[src/rtl/usb_tx_data_buffer_if.sv]
// Host/usb_tx side bundle of the TX data buffer: push port, pop port,
// control strobes and status outputs.
interface usb_tx_data_buffer_if #(
   parameter int ADDR_W = 6
);
   logic              store_tx_data;
   logic [7:0]        tx_data_in;
   logic              get_tx_packet;
   logic              flush;
   logic              clear_err;
   logic [7:0]        tx_packet_data;
   logic [ADDR_W:0]   buffer_occupancy;
   logic              full;
   logic              empty;
   logic              overflow_err;
   logic              underflow_err;

   // Producer/consumer side that drives the strobes and reads status.
   modport master (
      output store_tx_data, tx_data_in, get_tx_packet, flush, clear_err,
      input  tx_packet_data, buffer_occupancy, full, empty,
             overflow_err, underflow_err
   );

   // The buffer itself.
   modport slave (
      input  store_tx_data, tx_data_in, get_tx_packet, flush, clear_err,
      output tx_packet_data, buffer_occupancy, full, empty,
             overflow_err, underflow_err
   );
endinterface

[src/rtl/usb_tx_data_buffer.sv]
// 64-byte show-ahead FIFO feeding usb_tx with DATA-packet payload.
// The head byte is presented combinationally so usb_tx can load it in the
// same cycle it pops. Occupancy is kept in a separate counter so full and
// empty never depend on pointer comparison.
module usb_tx_data_buffer #(
   parameter int DEPTH  = 64,
   parameter int ADDR_W = 6
) (
   input  logic                   clk,
   input  logic                   rst,
   usb_tx_data_buffer_if.slave    bus
);

   localparam logic [ADDR_W:0] FULL_CNT = (ADDR_W + 1)'(DEPTH);

   logic [7:0]        mem_q [DEPTH];
   logic [ADDR_W-1:0] wr_ptr_q, wr_ptr_d;
   logic [ADDR_W-1:0] rd_ptr_q, rd_ptr_d;
   logic [ADDR_W:0]   count_q, count_d;
   logic              overflow_q, overflow_d;
   logic              underflow_q, underflow_d;
   logic              mem_we;

   logic empty_w;
   logic full_w;
   logic pop_ok;
   logic push_ok;

   assign empty_w = (count_q == '0);
   assign full_w  = (count_q == FULL_CNT);
   // A pop is only valid with data present; a push into a full buffer is
   // allowed when a valid pop frees the head slot in the same cycle.
   assign pop_ok  = bus.get_tx_packet && !empty_w;
   assign push_ok = bus.store_tx_data && (!full_w || pop_ok);

   // Next-state: flush overrides traffic; error set wins over clear_err.
   always_comb begin
      // NOTE: every signal written here gets a default first, so no path
      // leaves it unassigned and no latch is inferred.
      wr_ptr_d    = wr_ptr_q;
      rd_ptr_d    = rd_ptr_q;
      count_d     = count_q;
      overflow_d  = overflow_q;
      underflow_d = underflow_q;
      mem_we      = 1'b0;

      if (bus.clear_err) begin
         overflow_d  = 1'b0;
         underflow_d = 1'b0;
      end

      if (bus.flush) begin
         wr_ptr_d = '0;
         rd_ptr_d = '0;
         count_d  = '0;
      end else begin
         if (push_ok) begin
            mem_we   = 1'b1;
            wr_ptr_d = wr_ptr_q + ADDR_W'(1);
         end
         if (pop_ok) begin
            rd_ptr_d = rd_ptr_q + ADDR_W'(1);
         end
         if (push_ok && !pop_ok) begin
            count_d = count_q + (ADDR_W + 1)'(1);
         end else if (pop_ok && !push_ok) begin
            count_d = count_q - (ADDR_W + 1)'(1);
         end
         if (bus.store_tx_data && !push_ok) begin
            overflow_d = 1'b1;
         end
         if (bus.get_tx_packet && !pop_ok) begin
            underflow_d = 1'b1;
         end
      end
   end

   // Control state register with asynchronous reset.
   always_ff @(posedge clk or posedge rst) begin
      // NOTE: state uses non-blocking assignments so every flop samples the
      // pre-edge values regardless of statement order.
      if (rst) begin
         wr_ptr_q    <= '0;
         rd_ptr_q    <= '0;
         count_q     <= '0;
         overflow_q  <= 1'b0;
         underflow_q <= 1'b0;
      end else begin
         wr_ptr_q    <= wr_ptr_d;
         rd_ptr_q    <= rd_ptr_d;
         count_q     <= count_d;
         overflow_q  <= overflow_d;
         underflow_q <= underflow_d;
      end
   end

   // Payload storage write port.
   always_ff @(posedge clk) begin
      // NOTE: the array is deliberately not reset; its contents are never
      // observed while count says the slot is empty, and this keeps it a RAM.
      if (mem_we) begin
         mem_q[wr_ptr_q] <= bus.tx_data_in;
      end
   end

   assign bus.tx_packet_data   = empty_w ? 8'h00 : mem_q[rd_ptr_q];
   assign bus.buffer_occupancy = count_q;
   assign bus.full             = full_w;
   assign bus.empty            = empty_w;
   assign bus.overflow_err     = overflow_q;
   assign bus.underflow_err    = underflow_q;

endmodule

[src/flat_wrapper.sv]
// flat-port wrapper written by rule: the top's interface ports become plain ports
module usb_tx_data_buffer_flat 
#(
   parameter int DEPTH  = 64,
   parameter int ADDR_W = 6
)
  (clk, rst, bus_store_tx_data, bus_tx_data_in, bus_get_tx_packet, bus_flush, bus_clear_err, bus_tx_packet_data, bus_buffer_occupancy, bus_full, bus_empty, bus_overflow_err, bus_underflow_err);
  usb_tx_data_buffer_if #(.ADDR_W(ADDR_W)) bus_i ();
  input  logic clk;
  input  logic rst;
  input wire logic [$bits(bus_i.store_tx_data)-1:0] bus_store_tx_data;
  input wire logic [$bits(bus_i.tx_data_in)-1:0] bus_tx_data_in;
  input wire logic [$bits(bus_i.get_tx_packet)-1:0] bus_get_tx_packet;
  input wire logic [$bits(bus_i.flush)-1:0] bus_flush;
  input wire logic [$bits(bus_i.clear_err)-1:0] bus_clear_err;
  output wire logic [$bits(bus_i.tx_packet_data)-1:0] bus_tx_packet_data;
  output wire logic [$bits(bus_i.buffer_occupancy)-1:0] bus_buffer_occupancy;
  output wire logic [$bits(bus_i.full)-1:0] bus_full;
  output wire logic [$bits(bus_i.empty)-1:0] bus_empty;
  output wire logic [$bits(bus_i.overflow_err)-1:0] bus_overflow_err;
  output wire logic [$bits(bus_i.underflow_err)-1:0] bus_underflow_err;
  assign bus_i.store_tx_data = bus_store_tx_data;
  assign bus_i.tx_data_in = bus_tx_data_in;
  assign bus_i.get_tx_packet = bus_get_tx_packet;
  assign bus_i.flush = bus_flush;
  assign bus_i.clear_err = bus_clear_err;
  assign bus_tx_packet_data = bus_i.tx_packet_data;
  assign bus_buffer_occupancy = bus_i.buffer_occupancy;
  assign bus_full = bus_i.full;
  assign bus_empty = bus_i.empty;
  assign bus_overflow_err = bus_i.overflow_err;
  assign bus_underflow_err = bus_i.underflow_err;
  usb_tx_data_buffer #(.DEPTH(DEPTH), .ADDR_W(ADDR_W)) u_core (.clk(clk), .rst(rst), .bus(bus_i));
endmodule
[config.mk]
export PLATFORM = sky130hd
export DESIGN_NAME = usb_tx_data_buffer_flat
export DESIGN_NICKNAME = d
export VERILOG_FILES = /design/src/rtl/usb_tx_data_buffer_if.sv /design/src/rtl/usb_tx_data_buffer.sv /design/src/flat_wrapper.sv
export SDC_FILE = /design/constraint.sdc
export NUM_CORES = 1
export LEC_CHECK = 0
export BUFFER_PORTS_ARGS = -buffer_cell sky130_fd_sc_hd__buf_2
export CAP_MARGIN = 20
export CORE_ASPECT_RATIO = 0.75
export CORE_UTILIZATION = 45
export CTS_CLUSTER_SIZE = 24
export DETAILED_ROUTE_END_ITERATION = 7
export SETUP_SLACK_MARGIN = 0.02
export SYNTH_ARGS = -nofsm -noshare
export SYNTH_HDL_FRONTEND = slang
export SYNTH_SLANG_ARGS = --single-unit
[constraint.sdc]
create_clock -name clk -period 5.2 [get_ports clk]
set_input_delay 0.26 -clock clk [delete_from_list [all_inputs] [get_ports clk]]
set_output_delay 0.26 -clock clk [all_outputs]
set_load 0.05 [all_outputs]
# Word-level counts from Yosys, hierarchy flattened
# Memory sizes are Yosys's and may differ from the RTL's.
# Cells that the tools add are included.
word_totals:
  word_cells: 44
  in_bits: 14
  out_inout_bits: 19
  mem_count: 1
  mem_bits_rw: 512
  ff_bits: 21
op_classes:
  reduce_logical: 15
  n_mux: 18
  n_eq_ne: 1
  n_addsub: 4
memory_table:
  columns: ["memory", "words", "word_bits", "rd", "rd_clocked_by_memory_dff", "wr", "line", "text"]
  rows:
  - ["u_core.mem_q", 64, 8, 1, 0, 1, "usb_tx_data_buffer.sv:16", "logic [7:0] mem_q [DEPTH];"]
op_table:
  columns: ["cell", "count"]
  rows:
  - ["2-to-1 mux 6 bit", 4]
  - ["2-to-1 mux 7 bit", 3]
  - ["adder 6 x 1 -> 6 bit (second input constant)", 2]
  - ["2-to-1 mux 1 bit", 10]
  - ["2-to-1 mux 8 bit", 1]
  - ["adder 7 x 1 -> 7 bit (second input constant)", 1]
  - ["equality test 7 bit (second input constant)", 1]
  - ["zero test 7 bit", 1]
  - ["subtractor 7 x 1 -> 7 bit (second input constant)", 1]
  - ["logical AND 1 bit", 6]
  - ["zero test 1 bit", 4]
  - ["nonzero test 2 bit", 2]
  - ["nonzero test 3 bit", 1]
  - ["logical OR 1 bit", 1]

# Longest topological paths before layout
depth:
  depth_word: 10
  mapped_depth: 10
  ltp_nobuf: 10

# Worst setup path after synthesis
# No wires, ideal clock.
synth_path:
  path_kind: "reg-to-reg"
  startpoint: "register u_core.count_q[5] (netlist: u_core.bus.buffer_occupancy[5])"
  endpoint: "register u_core.count_q[5] (netlist: u_core.bus.buffer_occupancy[5])"
  t_required_ns: 5.122
  slack_ns: 1.941
  setup_time_ns: 0.078
  n_path_buf: 0
  synth_period_minus_slack_ns: 3.259
  stages_incl_launch_ff: 10
  t_arrival_ns: 3.181
  cell_sequence: "dfrtp_1 > or4_4 > o21ai_2 > nand3_1 > ha_1 > a21oi_1 > a21boi_0 > or4b_2 > a31o_2 > a21oi_1"
synth_between:
  elab_chain_len: 8
  word_cells_on_any_way: 17
synth_lines:
  columns: ["element", "line", "text"]
  rows:
  - ["from (decl)", "usb_tx_data_buffer.sv:19", "logic [ADDR_W:0] count_q, count_d;"]
  - ["from (signal assigned)", "usb_tx_data_buffer.sv:91", "count_q <= count_d;"]
  - ["parallel branches: the longest is 8 deep, another holds subtractor 7 x 1 -> 7 bit", null, null]
# Several ways; the timed one is not identified. The select of a mux whose other input is x is not followed.
# A chain may end at the register's enable or synchronous reset.

# Worst setup path in the final report
layout_path:
  startpoint: "register u_core.rd_ptr_q[3]"
  endpoint: "output port bus_tx_packet_data[6]"
layout_between:
  elab_chain_len: 2
layout_lines:
  columns: ["element", "line", "text"]
  rows:
  - ["from (decl)", "usb_tx_data_buffer.sv:18", "logic [ADDR_W-1:0] rd_ptr_q, rd_ptr_d;"]
  - ["from (signal assigned)", "usb_tx_data_buffer.sv:90", "rd_ptr_q <= rd_ptr_d;"]
  - ["memory read (64 x 8 bit)", null, null]
  - ["2-to-1 mux 8 bit", "usb_tx_data_buffer.sv:106", "assign bus.tx_packet_data = empty_w ? 8'h00 : mem_q[rd_ptr_q];"]
  - ["to (decl)", "flat_wrapper.sv:16", "output wire logic [$bits(bus_i.tx_packet_data)-1:0] bus_tx_packet_data;"]
# No other way between the ends.

==> reports/metrics.cfg <==
[logic_synthesis]
syn_inst = 1117
yosys-top-cells-area = edfxtp_1, mux4_2, dfrtp_1
synth-simple-area-share_pct = 5.11
ys_seq_area_share_pct = 74.7
synthAdderAreaFrac_pct = 0.564
synth_top_area_cell = edfxtp_1
yosys_warnings = 0
synth_compound_area_share_pct = 4.00
async_flop_share_pct = 3.94
synth_top_area_share_pct = 72.2
ys_types = 55
synth-edff-count = 512
ys_ff_latch = 533
ys.flop_type = edfxtp_1
synthXorXnorAreaFrac_pct = 0.494
synthesis.area_um2 = 21300
synthMuxAreaShare_pct = 13.5
synth_top_family_by_area = multiplexers
synth_area_per_cell_um2 = 19.1
synth_nets = 1140

[die]
die-area_um2 = 48200
core.rowCount = 68
die_y_um = 190
core-area_um2 = 46400
start_util_pct = 45.9
die_w_um = 253
boundaryPins = 33

[placement]
dp_hpwl_mm = 30.5
place_congestion = 0.839
placed_area_um2 = 22100
dp_slack_ns = 1.68
port-buffer-count = 32
dp_cells = 1737

[clock_tree]
cts_root_buf = clkbuf_16
cts_setup_buffers = 0
clk_pin_slew_ns = 0.06
cts.sink_count = 533
cts.htree.levels = 2
clockBufferDepth = 3
ctsResizeCount = 0
cts_tree = yes
ctsHoldBuffers = 2
insertion_delay_ns = 0.59
cts_buffers = 51

[power_and_ir_drop]
ir_worst_vdd_mv = 0.316
power_mw = 10.6
leakage_nw = 7.36
power_per_cell_area_nw_per_um2 = 446

[cells_and_area]
finalNonFillerCells = 1836
drive_gt1_share_pct = 20.4
final_nets = 1186
area_growth_pct = 11.4
fin_area_um2 = 23700
antennaDiodeCount = 0
utilization_pct = 51.1
fillers = 3678

[setup_path]
r2r_slack_ns = 1.86
r2r_cells = 9
reg2reg_from = u_core.bus.buffer_occupancy[5]$_DFFE_PP0P_
crit_path_top_delay_cell = dfrtp_4
crit_type = reg2out
worstPathArrival_ns = 3.89
crit_required_ns = 4.94
cp_cell_sequence = buf_4 > mux4_2 > a22oi_1 > a21oi_1 > a211o_1 > and3_1 > buf_2
worst_r2r_endpoint = u_core.bus.buffer_occupancy[5]$_DFFE_PP0P_
crit_path_start_kind = register
crit_path_max_incr_delay_ns = 0.89
crit_fanout = 48
cp-end-kind = output port

[global_route]
antenna_found_initial = 0
grt_pass1_vias = 10761
track_usage_pct = 21.3
grt-ovfl-total = 0
grt_start_max_net_pins = 77
grt_pass1_wl_mm = 73.8

[flow_run]
cap_violations = 0

[sta]
tightest_slew_ns = 1.09
setup_viol = 0
slew_headroom_pct = 27.1
timing.setup.tns_ns = 0
setup_slack_ns = 1.05
slew_violations = 0
fin_crit_sh_pct = 79.9
rsz0062_at_grt = no
hold_viol_final = 0
fmax_ghz = 0.241
whs_ns = 0.0716
clock_skew_ns = 0.0187
period_minus_slack_ns = 4.15

[drt]
dr.pass1.iters = 5
drt_wl_total_mm = 50.4
ant_nets = 0
wire_per_inst_um = 27.4
drtIter0Drc = 1240
drc = 0
vias = 10881
via_per_inst = 5.93

[min_path]
hold_class = in2reg
hold_path_depth = 1
holdPathEnd = u_core.mem_q[12][4]$_DFFE_PP_
worstHoldStart = bus_tx_data_in[4]

[run_status]
status = finished, final reports clean

[flip-flops by register name, indices dropped and copies added, names as in the netlist]
| register | cells |
|---|---|
| u_core.bus.buffer_occupancy | 7 |
| u_core.bus.overflow_err | 1 |
| u_core.bus.underflow_err | 1 |
| u_core.mem_q | 512 |
| u_core.rd_ptr_q | 6 |
| u_core.wr_ptr_q | 6 |
[critical path, delay by kind of cell (launching register included)]
| family | cells | cell delay [ns] |
|---|---|---|
| flip-flops | 1 | 0.89 |
| AO/OA/AOI/OAI | 3 | 1.01 |
| buffers and inverters | 2 | 0.77 |
| multiplexers | 1 | 0.39 |
| AND/OR/NAND/NOR | 1 | 0.24 |
[cell type report]
class	instances	area [µm²]	share of cell area [%]
clock buffers	61	1310	5.54
multi-input cells	516	5030	21.2
well taps	630	788	3.32
clock inverters	35	298	1.26
inverters	11	41.3	0.174
flip-flops and latches	533	15900	67.1
repair buffers	50	325	1.37
[worst max path at each step]
stage | from | end | slack (ns) | cells past startpoint
floorplan | u_core.bus.buffer_occupancy[5]$_DFFE_PP0P_ | u_core.bus.buffer_occupancy[5]$_DFFE_PP0P_ | 1.94 | 9
global placement | u_core.rd_ptr_q[3]$_DFFE_PP0P_ | bus_tx_packet_data[6] | 1.67 | 7
detailed placement | u_core.rd_ptr_q[3]$_DFFE_PP0P_ | bus_tx_packet_data[6] | 1.68 | 7
CTS | u_core.rd_ptr_q[3]$_DFFE_PP0P_ | bus_tx_packet_data[6] | 1.04 | 7
global route | u_core.rd_ptr_q[0]$_DFFE_PP0P_ | bus_tx_packet_data[6] | 0.91 | 6
finish | u_core.rd_ptr_q[3]$_DFFE_PP0P_ | bus_tx_packet_data[6] | 1.05 | 7
[per-layer routing]
layer,track usage [%],up-vias,wire length [µm]
li1,-,4629,-
met1,33.0,5762,23400
met2,30.7,425,22200
met3,4.60,65,3940
met4,4.71,0,858
met5,0,-,0
[where the power goes]
part,switching (mW),total (mW),internal [mW]
sequential,0.176,4.93,4.75
combinational,1.27,2.01,0.740
clock,1.58,3.63,2.05
total,3.02,10.6,7.54
[layout by cell type (no fill, tap or decap), drive strengths merged, types with 7 or more instances in the layout]
cell    synthesis  routed
clkbuf         22      61
ha              8       8
nor2b          17      17
mux4          105     105
inv            11      14
clkinv          0      25
xor2            7       7
mux2i          47      47
nand4          12      12
a21oi          20      20
buf            35      48
nand2          40      40
and3           10      10
a22oi          47      47
dfrtp          21      21
edfxtp        512     512
nor3            8       8
nor2           93      93
nand3          27      27
[cell families (layout without fill, tap and decap cells)]
group                      Yosys count  in the layout
AOI/OAI and AO/OA                  110            110
xor gates and xnor gates            12             12
adders and majority gates            9              9
buffers and inverters               68            157
DFF                                533            533
muxes                              155            155
and+or+nand+nor                    230            230
[cell usage after synthesis (2+ instances only)]
| master | count |
|---|---|
| edfxtp_1 | 512 |
| mux4_2 | 105 |
| nor2_1 | 93 |
| a22oi_1 | 47 |
| mux2i_1 | 47 |
| nand2_1 | 40 |
| nand3_1 | 27 |
| clkbuf_1 | 22 |
| dfrtp_1 | 21 |
| a21oi_1 | 20 |
| buf_4 | 18 |
| nor2b_1 | 17 |
| nand4_1 | 12 |
| inv_1 | 11 |
| and3_1 | 10 |
| buf_2 | 10 |
| ha_1 | 8 |
| nor3_1 | 8 |
| xor2_1 | 7 |
| a211o_1 | 6 |
| a221oi_1 | 6 |
| a22o_1 | 6 |
| and2_1 | 6 |
| buf_1 | 5 |
| xnor2_1 | 5 |
| a31o_2 | 4 |
| a311oi_1 | 3 |
| mux2_2 | 3 |
| nand2b_1 | 3 |
| or2_2 | 3 |
| a211oi_1 | 2 |
| buf_6 | 2 |
| nand3b_1 | 2 |
| o21a_1 | 2 |
| o21ai_0 | 2 |
| o32ai_1 | 2 |
| or3_1 | 2 |
Note: power is estimated with default switching activity, not from simulation.
